## src/rtl/axis_slice_pkg.sv

```systemverilog
// Shared types and helpers for the AXI4-Stream register slice.
package axis_slice_pkg;

  // How a slice stage breaks timing paths.
  typedef enum logic [1:0] {
    SLICE_BYPASS = 2'd0,
    SLICE_FWD    = 2'd1,
    SLICE_FULL   = 2'd2
  } slice_mode_e;

  // Largest sensible chain length; longer chains add latency without helping timing.
  localparam int MAX_STAGES = 4;

  // Each stage can hold up to two beats (main + skid), so the count spans 0..2*stages.
  function automatic int occ_width(input int stages);
    return $clog2(2 * stages + 1);
  endfunction

  // Maps the integer MODE parameter onto the enum; unknown values fall back to full skid.
  function automatic slice_mode_e to_mode(input int mode);
    case (mode)
      0:       return SLICE_BYPASS;
      1:       return SLICE_FWD;
      default: return SLICE_FULL;
    endcase
  endfunction

endpackage

```

## src/rtl/axis_slice_stage.sv

```systemverilog
// One AXI4-Stream pipeline stage. FWD registers valid/payload only;
// FULL adds a skid register so ready is registered as well.
module axis_slice_stage
  import axis_slice_pkg::*;
#(
  parameter int          PW   = 8,
  parameter slice_mode_e MODE = SLICE_FULL
) (
  input  logic          clk,
  input  logic          rstn,
  input  logic          vld_up,
  output logic          rdy_up,
  input  logic [PW-1:0] data_up,
  output logic          vld_dn,
  input  logic          rdy_dn,
  output logic [PW-1:0] data_dn,
  output logic [1:0]    occ
);

  generate
    if (MODE == SLICE_FULL) begin : g_full
      logic          main_vld_q, skid_vld_q, rdy_q;
      logic [PW-1:0] main_q, skid_q;
      logic          main_vld_d, skid_vld_d;
      logic [PW-1:0] main_d, skid_d;
      logic          accept, pop;

      // Next-state for main/skid: refill main from skid first, overwrite main
      // on simultaneous accept+pop, and spill to skid only when main is stuck.
      always_comb begin
        accept     = vld_up & rdy_q;
        pop        = main_vld_q & rdy_dn;
        main_vld_d = main_vld_q;
        main_d     = main_q;
        skid_vld_d = skid_vld_q;
        skid_d     = skid_q;
        if (pop) begin
          if (skid_vld_q) begin
            main_d     = skid_q;
            skid_vld_d = 1'b0;
          end else if (accept) begin
            main_d = data_up;
          end else begin
            main_vld_d = 1'b0;
          end
        end else if (accept) begin
          if (main_vld_q) begin
            skid_d     = data_up;
            skid_vld_d = 1'b1;
          end else begin
            main_d     = data_up;
            main_vld_d = 1'b1;
          end
        end
      end

      // State registers; ready is held low in reset and rises one edge after release.
      always_ff @(posedge clk or negedge rstn) begin
        if (!rstn) begin
          main_vld_q <= 1'b0;
          skid_vld_q <= 1'b0;
          main_q     <= '0;
          skid_q     <= '0;
          rdy_q      <= 1'b0;
        end else begin
          main_vld_q <= main_vld_d;
          skid_vld_q <= skid_vld_d;
          main_q     <= main_d;
          skid_q     <= skid_d;
          rdy_q      <= ~skid_vld_d;
        end
      end

      assign rdy_up  = rdy_q;
      assign vld_dn  = main_vld_q;
      assign data_dn = main_q;
      assign occ     = 2'(main_vld_q) + 2'(skid_vld_q);

    end else if (MODE == SLICE_FWD) begin : g_fwd
      logic          vld_q;
      logic [PW-1:0] data_q;

      assign rdy_up = ~vld_q | rdy_dn;

      // Single holding register; loads whenever it is empty or draining this cycle.
      always_ff @(posedge clk or negedge rstn) begin
        if (!rstn) begin
          vld_q  <= 1'b0;
          data_q <= '0;
        end else if (rdy_up) begin
          vld_q <= vld_up;
          if (vld_up) begin
            data_q <= data_up;
          end
        end
      end

      assign vld_dn  = vld_q;
      assign data_dn = data_q;
      assign occ     = 2'(vld_q);

    end else begin : g_bypass
      assign rdy_up  = rdy_dn;
      assign vld_dn  = vld_up;
      assign data_dn = data_up;
      assign occ     = 2'd0;
    end
  endgenerate

endmodule

```

## src/rtl/axis_pipe_slice.sv

```systemverilog
// AXI4-Stream register slice: STAGES chained stages between slave and master,
// or plain wires in bypass mode. Payload travels as {tlast, tuser, tkeep, tdata}.
// STAGES is intended to stay within 1..MAX_STAGES.
module axis_pipe_slice
  import axis_slice_pkg::*;
#(
  parameter int DATA_WIDTH = 512,
  parameter int USER_WIDTH = 1,
  parameter int DATA_COUNT = DATA_WIDTH / 8,
  parameter int STAGES     = 1,
  parameter int MODE       = 2,
  parameter int OCC_W      = occ_width(STAGES)
) (
  input  logic                  clk,
  input  logic                  rstn,
  input  logic                  s_axis_tvalid,
  output logic                  s_axis_tready,
  input  logic [DATA_WIDTH-1:0] s_axis_tdata,
  input  logic [DATA_COUNT-1:0] s_axis_tkeep,
  input  logic [USER_WIDTH-1:0] s_axis_tuser,
  input  logic                  s_axis_tlast,
  output logic                  m_axis_tvalid,
  input  logic                  m_axis_tready,
  output logic [DATA_WIDTH-1:0] m_axis_tdata,
  output logic [DATA_COUNT-1:0] m_axis_tkeep,
  output logic [USER_WIDTH-1:0] m_axis_tuser,
  output logic                  m_axis_tlast,
  output logic [OCC_W-1:0]      occupancy
);

  localparam int          PW    = DATA_WIDTH + DATA_COUNT + USER_WIDTH + 1;
  localparam slice_mode_e SMODE = to_mode(MODE);

  generate
    if (SMODE == SLICE_BYPASS) begin : g_bypass
      assign s_axis_tready = m_axis_tready;
      assign m_axis_tvalid = s_axis_tvalid;
      assign m_axis_tdata  = s_axis_tdata;
      assign m_axis_tkeep  = s_axis_tkeep;
      assign m_axis_tuser  = s_axis_tuser;
      assign m_axis_tlast  = s_axis_tlast;
      assign occupancy     = '0;

    end else begin : g_chain
      logic [PW-1:0] pl  [STAGES+1];
      logic          vld [STAGES+1];
      logic          rdy [STAGES+1];
      logic [1:0]    socc[STAGES];
      logic [OCC_W-1:0] occ_sum;

      assign pl[0]         = {s_axis_tlast, s_axis_tuser, s_axis_tkeep, s_axis_tdata};
      assign vld[0]        = s_axis_tvalid;
      assign s_axis_tready = rdy[0];

      for (genvar g = 0; g < STAGES; g++) begin : g_stage
        axis_slice_stage #(
          .PW   (PW),
          .MODE (SMODE)
        ) u_stage (
          .clk     (clk),
          .rstn    (rstn),
          .vld_up  (vld[g]),
          .rdy_up  (rdy[g]),
          .data_up (pl[g]),
          .vld_dn  (vld[g+1]),
          .rdy_dn  (rdy[g+1]),
          .data_dn (pl[g+1]),
          .occ     (socc[g])
        );
      end

      assign m_axis_tvalid = vld[STAGES];
      assign rdy[STAGES]   = m_axis_tready;
      assign {m_axis_tlast, m_axis_tuser, m_axis_tkeep, m_axis_tdata} = pl[STAGES];

      // Total beats held across the chain, for debug and backpressure monitoring.
      always_comb begin
        occ_sum = '0;
        for (int i = 0; i < STAGES; i++) begin
          occ_sum = occ_sum + OCC_W'(socc[i]);
        end
      end

      assign occupancy = occ_sum;
    end
  endgenerate

endmodule

```

## config.mk

```make
export PLATFORM = sky130hd
export DESIGN_NAME = axis_pipe_slice
export DESIGN_NICKNAME = d
export VERILOG_FILES = /design/src/rtl/axis_slice_pkg.sv /design/src/rtl/axis_slice_stage.sv /design/src/rtl/axis_pipe_slice.sv
export SDC_FILE = /design/constraint.sdc
export NUM_CORES = 2
export LEC_CHECK = 0
export ABC_AREA = 1
export BUFFER_PORTS_ARGS = -buffer_cell sky130_fd_sc_hd__buf_2
export CAP_MARGIN = 20
export CORE_AREA = 2 2 452 454
export CTS_BUF_LIST = sky130_fd_sc_hd__clkbuf_8 sky130_fd_sc_hd__clkbuf_16
export CTS_CLUSTER_SIZE = 20
export DETAILED_ROUTE_END_ITERATION = 10
export DIE_AREA = 0 0 454 456
export GPL_TIMING_DRIVEN = 0
export SYNTH_ARGS = -nofsm -noshare
export SYNTH_HDL_FRONTEND = slang
export SYNTH_SLANG_ARGS = --single-unit
export TNS_END_PERCENT = 30
```

## constraint.sdc

```tcl
create_clock -name clk -period 1.55 [get_ports clk]
set_input_delay 0.31 -clock clk [delete_from_list [all_inputs] [get_ports clk]]
set_output_delay 0.31 -clock clk [all_outputs]
set_load 0.005 [all_outputs]
```

# [Yosys cells after proc, flatten, opt, wreduce, memory -nomap -nowiden]
# Index checks and enable logic that the tools add are counted.
[totals] out_inout_bits=582 mem_count=0 mem_bits_ro=0 latchBits=0 register_bits=1159 mem_bits_rw=0 wordCells=30 in_bits=582
[classes] n_eq_ne=3 order_cmp=0 mux=12 n_mul=0 shift=0 n_reduce_logical=5 addsub=1 div=0 bitwise_logic=4
[op_table] op="$mux W578" count=5
[op_table] op="$reduce_and A3 Y1" count=3
[op_table] op="$mux W1" count=7
[op_table] op="$ne A2 B2 Y1 const B" count=3
[op_table] op="$reduce_bool A2 Y1" count=2
[op_table] op="$add A1 B1 Y2" count=1
[op_table] op="$and A1 B1 Y1" count=2
[op_table] op="$not A1 Y1" count=2

# [Logic depth before layout (Yosys ltp)]
[depth] depth_word=4 mapped_depth=10 depth_no_buf=6

# [Least setup slack after synthesis]
# OpenSTA, ideal clock, no wires.
[synth_timing] kind="reg-to-output" start="register g_chain.g_stage[0].u_stage.g_full.main_vld_q" end="output port occupancy[0]" required_ns=1.240 path_stages_with_launch=6 slack_ns=-0.073 n_path_buf=3 arrival_ns=1.313 cell_sequence="dfrtp_1 > buf_4 > buf_2 > clkbuf_1 > inv_1 > ha_1"
[synth_between] elab_chain_len=1
[synth_lines] item="start: declaration" line_no="axis_slice_stage.sv:22" rtl="logic main_vld_q, skid_vld_q, rdy_q;"
[synth_lines] item="start signal: assignment" line_no="axis_slice_stage.sv:66" rtl="main_vld_q <= main_vld_d;"
[synth_lines] item="$add A1 B1 Y2" line_no="axis_slice_stage.sv:77" rtl="assign occ = 2'(main_vld_q) + 2'(skid_vld_q);"
[synth_lines] item="end: declaration" line_no="axis_pipe_slice.sv:28" rtl="output logic [OCC_W-1:0] occupancy"
# No other way between the ends.

# [Worst setup path after layout]
# Ends and elaborated chain as after synthesis.

==> impl_metrics.toml <==
[logic_synthesis]
synthCells = 6895
yosysSeqAreaShare_pct = 54.5
syn_area_um2 = 53300
synth_warnings = 0
synthesis.nets = 7479
synth.area.top_cells = "dfrtp_1 (54%), nand2_1 (24%), nand4_1 (6.8%)"
syn_area_per_cell_um2 = 7.72
synth-seq-cells = 1159
netlist.area_leader.share_pct = 54.5
ys_types = 16
yosysTopAreaCell = "dfrtp_1"

[timing]
finalClockSkew_ns = 0.0405
fin_hold_ws_ns = -0.617
timing.final.max_slew_violations = 0
fin_ws_ns = -0.741
slew-limit-headroom_pct = 25.9
min_period_over_period_pct = 148
tightest_slew_ns = 1.11
setup_viol = 1782
rsz0062_at_grt = "true"
hold_violations = 334
fin_crit_ns = 2.29
max_freq_mhz = 436

[placement]
gp_congestion = 0.999
io_buffers = 1162
dp_cells = 10700
dp_hpwl_um = 190000

[clocking]
cts_tree = "done"
cts_htree_levels = 4
root_buffer = "clkbuf_16"
clk_latency_ns = 0.84
numCtsBuffers = 140
path_clk_slew_ns = 0.06
clock_path_buffers = 3
cts_sinks = 1159

[floorplanning]
ioPinCount = 1164
num_rows = 165
fp.dieW_um = 454
dieArea_um2 = 207000
die_h_um = 456
core_area_um2 = 202000
initial_core_util_pct = 26.4

[final_layout]
area_growth_pct = 45.7
finish.utilization_pct = 38.5
layout.area.seq_um2 = 29000
fillers = 20500
nets = 9475
multi_input_area_um2 = 20900
stdcell_count = 11700
drive_gt1_share_pct = 24.0

[critical_path]
rr_worst_depth = 16
crit_arrival_ns = 1.98
worst-path-buf-inv = 5
crit_family = "buffers and inverters"
slowest_delay_ns = 0.42
crit_end = "occupancy[0]"
crit_start = "g_chain.g_stage[0].u_stage.vld_dn"
critPathMaxFanout = 4
path_cells = "buf_12 -> buf_12 -> clkbuf_16 -> clkinv_4 -> ha_4 -> buf_6"
rr_endpoint = "g_chain.g_stage[0].u_stage.vld_dn"
crit_path_top_delay_cell = "dfrtp_1"
endpoint_kind = "output pin"
r2r_start = "g_chain.g_stage[0].u_stage.vld_dn"
crit_type = "reg -> out"
ff2ff_setup_slack_ns = -0.73
crit_path_frequent_cell = "buf_12"
worst_setup_path_start_kind = "register"
crit_cells = 6
required_ns = 1.24

[drt]
drc_errors = 0
drt_pre_antenna_iters = 6
first_iter_violations = 5062
wl_per_cell_um = 21.7
drt_wl_total_um = 254000
vias_per_cell = 4.75
vias = 55700
ant_nets = 0

[pwr]
peakVddDrop_uv = 1140
power.density_nw_per_um2 = 1980
power_leakage_nw = 42.9

[global_route]
grt_util_all_layers_pct = 23.5
grt-ovfl-total = 0
first_global_vias = 53800
grt_max_degree = 168
grt_pass1_wl_um = 361000
antenna_found_initial = 74

[run_status]
violations = "hold timing, setup timing"
outcome = "complete, but fails checks"

[worst_hold_path]
hold_path_class = "in -> async"

[flow_run]
drv_cap = 0
[how the worst min path moves through the flow]
stage / from / to / cells past startpoint
after floorplan: rstn / g_chain.g_stage[0].u_stage.data_dn[0] / 0
after global placement: g_chain.g_stage[0].u_stage.data_dn[365] / g_chain.g_stage[0].u_stage.data_dn[365] / 2
after detailed placement: rstn / g_chain.g_stage[0].u_stage.data_dn[522] / 1
after CTS: rstn / g_chain.g_stage[0].u_stage.g_full.skid_q[485] / 1
after global routing: rstn / g_chain.g_stage[0].u_stage.g_full.skid_q[511] / 1
final: rstn / g_chain.g_stage[0].u_stage.g_full.skid_q[508] / 1
[Yosys cell counts]
| cell type | number |
|---|---|
| buf_1 | 8 |
| buf_2 | 306 |
| buf_4 | 25 |
| buf_6 | 6 |
| clkbuf_1 | 170 |
| dfrtp_1 | 1159 |
| ha_1 | 2 |
| inv_1 | 582 |
| inv_2 | 2 |
| nand2_1 | 3475 |
| nand3_1 | 2 |
| nand4_1 | 578 |
| nand4_2 | 1 |
| o211ai_1 | 1 |
| o21ai_0 | 544 |
| o21ai_1 | 34 |
[per-layer routing]
layer	up-vias	GRT usage, %	wire length (um)
li1	25700	-	-
met1	27000	29.2	101000
met2	2356	38.0	119000
met3	624	5.31	19700
met4	16	11.7	14300
met5	-	0	115
[cell usage in the layout, fill, tap and decap left out, types with 3 or more instances in the layout]
master,count
clkbuf_8,41
buf_6,64
buf_8,34
nand4_1,578
nand2_2,178
o21ai_1,34
diode_2,57
clkinv_8,3
clkinv_4,3
inv_1,607
buf_12,41
clkbuf_2,26
dfrtp_1,1159
nand2_8,14
buf_2,1364
clkinv_2,14
clkinvlp_4,4
inv_16,3
buf_4,67
dlygate4sd3_1,583
buf_16,13
inv_6,4
o21ai_0,544
buf_1,6
nand2_1,3208
bufinv_16,14
clkbuf_16,175
nand2_4,75
clkbuf_4,12
clkbuf_1,124
[area by class of cell]
class	count	share of cell area, %
tap	2672	4.31
clock inverter	71	1.04
multi-input combinational	4637	26.9
inverter	584	2.84
sequential	1159	37.4
clock buffer	181	5.31
buffer	514	4.63
antenna	57	0.184
timing repair buffer	1855	17.4
[worst register-to-register path, delay by kind of cell, from the launching register on]
family / cells / cell delay [ns]
buffers and inverters: 14 / 1.69
flip-flops: 1 / 0.41
AND/OR/NAND/NOR: 2 / 0.13
[power by group]
| group | internal [mW] | switching, mW | leakage (nW) |
|---|---|---|---|
| combinational | 24.9 | 39.7 | 25.9 |
| sequential | 44.7 | 8.74 | 14.4 |
| clock | 21.1 | 14.4 | 2.53 |
[flip-flops by register name (all words and copies together), names as in the netlist]
signal and count:
g_chain.g_stage.u_stage.data_dn 578, g_chain.g_stage.u_stage.g_full.skid_q 578, g_chain.g_stage.u_stage.g_full.skid_vld_q 1, g_chain.g_stage.u_stage.rdy_up 1, g_chain.g_stage.u_stage.vld_dn 1
[stage by stage]
step | setup slack (ns) | cell area (um^2) | power [mW] | TNS (ns) | hold WS, ns
floorplan | 0.0295 | 53300 | 79.9 | 0 | 0.0144
global placement | -26.37 | 62400 | 106 | - | 0.457
detailed placement | -1.65 | 62700 | 107 | -1551.87 | 0.458
CTS | -0.829 | 74700 | 147 | -746.96 | -0.505
global route | -0.810 | 77600 | 163 | -725.42 | -0.616
finish | -0.741 | 77600 | 154 | -591.02 | -0.617
[cells by family after synthesis]
group | synth area share [%]
compound gates | 5.45
flops | 54.5
fa+ha+maj | 0.0470
buf+inv | 8.73
simple gates | 31.3
[what timing repair did]
| item | in CTS | in global routing |
|---|---|---|
| cloned | 4 | 29 |
| buffers inserted | 40 | 31 |
| pin swaps | 20 | 90 |
| hold endpoints to repair | 1308 | 269 |
| resized for setup | 260 | 621 |
| setup endpoints to repair | 2102 | 2225 |
| hold buffers | 579 | 4 |
Power figures use the tool's default switching activity.
